==> config.mk <==
export PLATFORM = sky130hd
export DESIGN_NAME = nv_nvdla_pdp_rdma_rdreq_gen
export DESIGN_NICKNAME = d
export VERILOG_FILES = /design/src/rtl/nv_nvdla_pdp_rdma_rdreq_gen.sv
export SDC_FILE = /design/constraint.sdc
export NUM_CORES = 1
export LEC_CHECK = 0
export CAP_MARGIN = 0
export CORE_MARGIN = 2
export CORE_UTILIZATION = 52
export CTS_CLUSTER_DIAMETER = 40
export DETAILED_ROUTE_END_ITERATION = 8
export MAX_ROUTING_LAYER = met4
export PLACE_DENSITY = 0.78
export SLEW_MARGIN = 20
export SYNTH_ARGS = -nofsm -noshare
export SYNTH_HDL_FRONTEND = slang
export SYNTH_SLANG_ARGS = --single-unit
==> constraint.sdc <==
create_clock -name nvdla_core_clk -period 8.8 [get_ports nvdla_core_clk]
set_clock_uncertainty 0.1 [all_clocks]
set_input_delay 2.64 -clock nvdla_core_clk [delete_from_list [all_inputs] [get_ports nvdla_core_clk]]
set_output_delay 2.64 -clock nvdla_core_clk [all_outputs]
set_load 0.03 [all_outputs]
==> src/rtl/nv_nvdla_pdp_rdma_rdreq_gen.sv <==
// PDP RDMA read-request generator: splits atom commands into <=8-atom, 256B-contained
// DMA requests gated by a latency-FIFO credit pool. Optional stall counter: NVDLA_PDP_RDMA_RDREQ_STALL_CNT_EN.
module nv_nvdla_pdp_rdma_rdreq_gen #(
    parameter int LAT_DEPTH = 256
) (
    input  logic        nvdla_core_clk,
    input  logic        nvdla_core_rstn,
    input  logic        cmd_valid,
    output logic        cmd_ready,
    input  logic [63:0] cmd_addr,
    input  logic [12:0] cmd_len,
    output logic        dma_rd_req_valid,
    input  logic        dma_rd_req_ready,
    output logic [78:0] dma_rd_req_pd,
    input  logic        rsp_atom_done,
    output logic [31:0] rdreq_stall_cnt
);

    localparam int CW = $clog2(LAT_DEPTH) + 1;
    localparam logic [CW-1:0] CREDIT_MAX = CW'(LAT_DEPTH);

    typedef enum logic [0:0] {IDLE = 1'b0, SPLIT = 1'b1} state_t;

    state_t        state_q, state_d;
    logic [63:0]   cur_addr_q, cur_addr_d;
    logic [13:0]   remaining_q, remaining_d;
    logic [CW-1:0] credit_q, credit_d;
    logic          valid_q, valid_d;
    logic [78:0]   pd_q, pd_d;

    logic          accept_s;
    logic [3:0]    room_s;
    logic [3:0]    chunk_s;
    logic          credit_ok_s;
    logic          out_free_s;
    logic          issue_s;
    logic          stall_s;
    logic [CW:0]   credit_sum_s;
    logic          unused_addr_lsb_s;

    assign unused_addr_lsb_s = ^cmd_addr[4:0];

    // Chunk is capped by the atoms left before the next 256-byte boundary.
    always_comb begin
        room_s = 4'd8 - {1'b0, cur_addr_q[7:5]};
        if (remaining_q < {10'd0, room_s}) begin
            chunk_s = remaining_q[3:0];
        end else begin
            chunk_s = room_s;
        end
        credit_ok_s = (credit_q >= CW'(chunk_s));
        out_free_s  = !valid_q || dma_rd_req_ready;
        issue_s     = (state_q == SPLIT) && credit_ok_s && out_free_s;
        stall_s     = (state_q == SPLIT) && !credit_ok_s && out_free_s;
        accept_s    = cmd_valid && cmd_ready;
    end

    // State register.
    always_ff @(posedge nvdla_core_clk or negedge nvdla_core_rstn) begin
        if (!nvdla_core_rstn) begin
            state_q <= IDLE;
        end else begin
            state_q <= state_d;
        end
    end

    // Next-state logic.
    always_comb begin
        state_d = state_q;
        case (state_q)
            IDLE: begin
                if (accept_s) begin
                    state_d = SPLIT;
                end else begin
                    state_d = IDLE;
                end
            end
            SPLIT: begin
                if (issue_s && (remaining_q == {10'd0, chunk_s})) begin
                    state_d = IDLE;
                end else begin
                    state_d = SPLIT;
                end
            end
            default: state_d = IDLE;
        endcase
    end

    // FSM outputs depend on the state flop only.
    always_comb begin
        case (state_q)
            IDLE:    cmd_ready = 1'b1;
            SPLIT:   cmd_ready = 1'b0;
            default: cmd_ready = 1'b0;
        endcase
    end

    // Datapath next values: address walk, credit pool and the output register.
    always_comb begin
        cur_addr_d  = cur_addr_q;
        remaining_d = remaining_q;
        valid_d     = valid_q;
        pd_d        = pd_q;
        if (accept_s) begin
            cur_addr_d  = {cmd_addr[63:5], 5'd0};
            remaining_d = {1'b0, cmd_len} + 14'd1;
        end else if (issue_s) begin
            cur_addr_d  = cur_addr_q + {55'd0, chunk_s, 5'd0};
            remaining_d = remaining_q - {10'd0, chunk_s};
        end else begin
            cur_addr_d  = cur_addr_q;
            remaining_d = remaining_q;
        end
        if (issue_s) begin
            valid_d = 1'b1;
            pd_d    = {11'd0, chunk_s - 4'd1, cur_addr_q};
        end else if (dma_rd_req_ready) begin
            valid_d = 1'b0;
        end else begin
            valid_d = valid_q;
        end
        // A return arriving with a full pool is dropped by the saturation.
        credit_sum_s = {1'b0, credit_q}
                     - (issue_s ? (CW+1)'(chunk_s) : {(CW+1){1'b0}})
                     + (CW+1)'(rsp_atom_done);
        if (credit_sum_s > {1'b0, CREDIT_MAX}) begin
            credit_d = CREDIT_MAX;
        end else begin
            credit_d = credit_sum_s[CW-1:0];
        end
    end

    // Datapath registers.
    always_ff @(posedge nvdla_core_clk or negedge nvdla_core_rstn) begin
        if (!nvdla_core_rstn) begin
            cur_addr_q  <= 64'd0;
            remaining_q <= 14'd0;
            credit_q    <= CREDIT_MAX;
            valid_q     <= 1'b0;
            pd_q        <= 79'd0;
        end else begin
            cur_addr_q  <= cur_addr_d;
            remaining_q <= remaining_d;
            credit_q    <= credit_d;
            valid_q     <= valid_d;
            pd_q        <= pd_d;
        end
    end

    assign dma_rd_req_valid = valid_q;
    assign dma_rd_req_pd    = pd_q;

`ifdef NVDLA_PDP_RDMA_RDREQ_STALL_CNT_EN
    logic [31:0] stall_cnt_q, stall_cnt_d;

    // Saturating count of credit-starved cycles.
    always_comb begin
        if (stall_s && (stall_cnt_q != 32'hFFFF_FFFF)) begin
            stall_cnt_d = stall_cnt_q + 32'd1;
        end else begin
            stall_cnt_d = stall_cnt_q;
        end
    end

    // Stall counter register.
    always_ff @(posedge nvdla_core_clk or negedge nvdla_core_rstn) begin
        if (!nvdla_core_rstn) begin
            stall_cnt_q <= 32'd0;
        end else begin
            stall_cnt_q <= stall_cnt_d;
        end
    end

    assign rdreq_stall_cnt = stall_cnt_q;
`else
    logic unused_stall_s;
    assign unused_stall_s  = stall_s;
    assign rdreq_stall_cnt = 32'd0;
`endif

endmodule

After elaboration in Yosys (flattened, before gate mapping) --
Cells that the tools add are included.
Storage, ports and cells: logic and storage cells 39, output and inout bits 113, bits of input ports 82, flip-flop bits (word level) 157
Operators by class: reductions and logical operators 8, mux-type cells 13, eq/ne operators 1, bitwise operators 1, add/subtract/negate cells 7, magnitude comparators 3
Operators with widths (count):
- $mux 64 | 2
- $add 64x9->64 | 1
- $mux 14 | 2
- $add 13x1->14 const B | 1
- $eq 14x4->1 | 1
- $lt 14x4->1 | 1
- $sub 14x4->14 | 1
- $add 10x1->10 | 1
- $gt 10x9->1 const B | 1
- $sub 9x4->10 | 1
- $ge 9x4->1 | 1
- $mux 9 | 1
- $mux 4 | 2
- $logic_and 1x1->1 | 4
- $mux 1 | 4
- $pmux 1 s2 | 2
- $reduce_bool 2->1 | 2
- $sub 4x1->4 const B | 1
- $sub 4x3->4 const A | 1
- $logic_not 1->1 | 1
- $logic_or 1x1->1 | 1
- $not 1->1 | 1

Depth between registers and ports, before layout --
word-level depth 11, gate-level depth with buffers 30, mapped depth without buffers 28

Worst setup path after synthesis --
No wires, ideal clock.
path kind register to register, start reg cur_addr_q[7], end reg credit_q[2], path buffers 2, stages on the path, launching flop included 29, arrival 6022 ps, clock period less this slack 6247 ps, required time 8575 ps, library setup time 125 ps, setup slack 2553 ps, path through dfrtp_1 -> or3_1 -> ha_1 -> nor2_1 -> nand4_1 -> a31oi_1 -> and2_1 -> a21oi_1 -> ha_1 -> or3b_2 -> o221ai_1 -> o2111ai_1 -> mux2_4 -> nand2_1 -> buf_2 -> clkbuf_1 -> nor2_1 -> ha_1 -> inv_1 -> ha_1 -> inv_1 -> fa_1 -> nor2b_1 -> o21ai_0 -> a21oi_1 -> o21ai_0 -> a21oi_1 -> xnor2_1 -> a2111oi_0
On the way: cells in the longest elaborated chain, start to end 11
RTL lines:
- start, declared | line 25 | logic [63:0] cur_addr_q, cur_addr_d;
- start signal, assigned | line 142 | cur_addr_q <= cur_addr_d;
- $sub 4x3->4 * | line 45 | room_s = 4'd8 - {1'b0, cur_addr_q[7:5]};
- $lt 14x4->1 | line 46 | if (remaining_q < {10'd0, room_s}) begin
- $mux 4 * | line 46
- $ge 9x4->1 | line 51 | credit_ok_s = (credit_q >= CW'(chunk_s));
- $logic_and 1x1->1 (2 in a row) | line 53 | issue_s = (state_q == SPLIT) && credit_ok_s && out_free_s;
- $mux 4 * | line 124 | - (issue_s ? (CW+1)'(chunk_s) : {(CW+1){1'b0}})
- $sub 9x4->10 * | line 124
- $add 10x1->10 * | line 125 | + (CW+1)'(rsp_atom_done);
- $gt 10x9->1 | line 126 | if (credit_sum_s > {1'b0, CREDIT_MAX}) begin
- $mux 9 * | line 126
- via credit_d[2] | line 27 | logic [CW-1:0] credit_q, credit_d;
- end signal, assigned | line 144 | credit_q <= credit_d;
- end, declared | line 27
The timed path passes the listed nets; every way through them passes the cells marked *. A chain may end at the register's enable or synchronous reset.

Worst setup path in the final report --
Ends and elaborated chain as after synthesis.

==> impl_metrics.yaml <==
outcome:
  outcome: "complete, no violations"
setup_path:
  r2r-start: "cur_addr_q[7]$_DFFE_PN0P_"
  crit_required_ns: 8.95
  startpoint: "cur_addr_q[7]$_DFFE_PN0P_"
  critPathArrivalTime_ns: 7.22
  crit_type: "flip-flop to flip-flop"
  critPathLaunchType: "flip-flop"
  cp_max_fo: 54
  critical_path.endpoint_type: "flip-flop"
clock_network:
  cts_resized: 0
  cts_tree: "yes"
  clk_latency_ns: 0.42
  cts_hold_buf: 0
  clock-sinks: 147
  cts.clk_slew.worst_paths_ns: 0.06
  cts_setup_buffers: 0
  cts_max_path_buffers: 2
  cts_buffers: 17
  htree_levels: 4
  cts-root-buf: "clkbuf_16"
floorplan:
  rows: 48
  start_util_pct: 52.6
  ios: 195
  dieArea_um2: 18400
  dieWidth_um: 136
  core_area_um2: 17100
  die_h_um: 136
placement:
  port_buffers: 141
  hpwl_um: 15100
  gp_congestion: 0.866
run:
  maxCapViolations: 0
grt:
  grt_pass1_wl_um: 35100
  track_usage_pct: 24.6
  grt-ovfl-total: 0
  antenna_found_initial: 0
  grt_start_max_net_pins: 88
  grt_pass1_vias: 7212
sta:
  hold_viol_final: 0
  max-slew-margin-rel_pct: 42.9
  maxSlewViolCount: 0
  rsz0062_at_grt: "no"
  setup_viol: 0
  worst_slew_pin_slew_ns: 0.856
  hold_ws_ns: 0.371
  period_minus_slack_ns: 7.07
  setup-tns-final_ns: 0
  period_share_pct: 80.3
  fmax_ghz: 0.141
layout:
  postLayoutCoreUtil_pct: 64.2
  antenna_cells: 0
  final_nets: 1293
  drive_above_1_share_pct: 5.56
  syn2layout_area_growth_pct: 22.0
  fillers: 1460
synthesis:
  postSynth.asyncResetShare_pct: 100
  synth_edf_count: 0
  synth_top_area_share_pct: 40.6
  syn-cell-area_um2: 9000
  yosys-top-cells-area: "dfrtp_1 41%, nand2_1 11%, ha_1 4.7%"
  yosys.cell_count.top_type: "nand2_1"
  yosys_warnings: 0
  ys_top_cells_by_count: "264 x nand2_1, 146 x dfrtp_1, 57 x o21ai_0"
  avgSynthCellArea_um2: 8.52
  synth_cell_types: 73
  seq_area_frac_synth_pct: 40.9
  yosysTopAreaCell: "dfrtp_1"
  synthFlopType: "dfrtp_1"
  synth_seq_cells: 147
  synth_cells: 1057
drt:
  vias: 7702
  wl_per_cell_um: 15.1
  ant_nets: 0
  wl_um: 21300
  firstDrtPassIters: 5
  drc: 0
  vias_per_cell: 5.45
  drtIter0Drc: 512
power_and_ir_drop:
  power.density_nw_per_um2: 357
  ir_drop_v: 0.000272
  power_leakage_nw: 4.83
worst_hold_path:
  holdCritPathClass: "flip-flop to flip-flop"
  worstHoldStart: "dma_rd_req_pd[23]$_DFFE_PN0N_"
## final timing paths
kind,to,slack (ns),cells after the start
worst max-delay path,credit_q[2]$_DFF_PN0_,1.73,24
worst min-delay path,dma_rd_req_pd[23]$_DFFE_PN0N_,0.37,2
worst max register to register,credit_q[2]$_DFF_PN0_,1.73,24
worst min register to register,dma_rd_req_pd[23]$_DFFE_PN0N_,0.37,2
max in group asynchronous,dma_rd_req_pd[9]$_DFFE_PN0N_,5.14,2
min in group asynchronous,dma_rd_req_pd[32]$_DFFE_PN0N_,2.17,1
## metal layers
metal	wire [um]	up-vias	part of all wire, %	GRT usage, %
met5	0	-	0	-
met4	520	0	2.4	9.38
met3	1100	40	5.2	3.52
met2	9900	237	46	37.4
met1	9800	3640	46	33.4
li1	-	3785	-	-
## cells by family after synthesis
logic type	Yosys count	synth area share (%)
XOR/XNOR	50	4.86
other	1	0.0417
flip-flops	147	40.9
buffers and inverters	142	8.62
multiplexers	21	2.57
adder cells (fa/ha/maj)	37	5.39
AND/OR/NAND/NOR	500	26.6
AO/OA/AOI/OAI	159	11.0
## layout by cell type, fill, tap and decap left out, types with 4 or more instances in the layout
| cell type | instances |
|---|---|
| a211o_1 | 4 |
| dfrtp_1 | 146 |
| or3_1 | 15 |
| clkdlybuf4s50_1 | 140 |
| clkinv_4 | 4 |
| nand2_1 | 262 |
| ha_1 | 34 |
| nor2b_1 | 11 |
| nor4_1 | 13 |
| nor2_1 | 42 |
| o211ai_1 | 10 |
| o21ai_0 | 57 |
| and3_1 | 13 |
| xor2_1 | 21 |
| or4_1 | 4 |
| inv_1 | 44 |
| a21oi_1 | 21 |
| or2_2 | 4 |
| o21bai_1 | 4 |
| and4_1 | 9 |
| xnor2_1 | 29 |
| and2_1 | 6 |
| nor3_1 | 25 |
| o21ai_1 | 6 |
| conb_1 | 48 |
| nand3_1 | 43 |
| nand4_1 | 22 |
| a31oi_1 | 19 |
| buf_4 | 7 |
| a22oi_1 | 10 |
| a211oi_1 | 4 |
| clkbuf_16 | 17 |
| mux2i_1 | 16 |
## power breakdown
group | internal [mW] | leakage, nW | switching (mW)
Combinational | 0.805 | 2.79 | 1.29
Sequential | 0.910 | 1.75 | 0.175
Clock | 0.469 | 0.295 | 0.279
Total | 2.18 | 4.83 | 1.74
## through the flow
step	worst slack (ns)	instance area, um^2	power (mW)	instances
finish	1.73	11000	3.93	1412
global route	1.12	11000	4.24	1412
CTS	1.79	11000	3.95	1411
detailed placement	1.70	10300	3.19	1379
global placement	1.77	10300	3.13	1379
floorplan	2.55	9180	2.59	1104
## sequential cells by signal, summed over array words and instances (netlist names)
name / count
cur_addr_q: 59
credit_q: 9
remaining_q: 14
dma_rd_req_valid: 1
dma_rd_req_pd: 63
state_q: 1
## final cells by class
cell class | instances | area [um^2] | area share [%]
inverters | 44 | 165 | 1.50
clock inverters | 11 | 153 | 1.39
clock buffers | 21 | 470 | 4.28
well taps | 225 | 282 | 2.56
multi-input cells | 815 | 4740 | 43.2
repair buffers | 149 | 1490 | 13.6
flip-flops and latches | 147 | 3680 | 33.5
## critical path, stage by stage (launching register included)
cell and delay, ns:
dfrtp_1 0.45, or3_1 0.42, ha_1 0.22, nor2_1 0.15, nand4_1 0.17, a31oi_1 0.41
a21oi_1 0.13, a21oi_1 0.37, inv_1 0.20, ha_1 0.23, nor4bb_1 0.27, a41oi_1 0.10
o2111ai_1 0.38, mux2i_4 0.30, nor2_4 0.24, buf_4 0.54, nand2_1 0.15, ha_1 0.30
ha_1 0.34, o21ai_0 0.12, a21oi_1 0.12, o21ai_0 0.32, a21oi_1 0.14, xnor2_1 0.55
a2111oi_0 0.21
(Power assumes the default switching activity.)
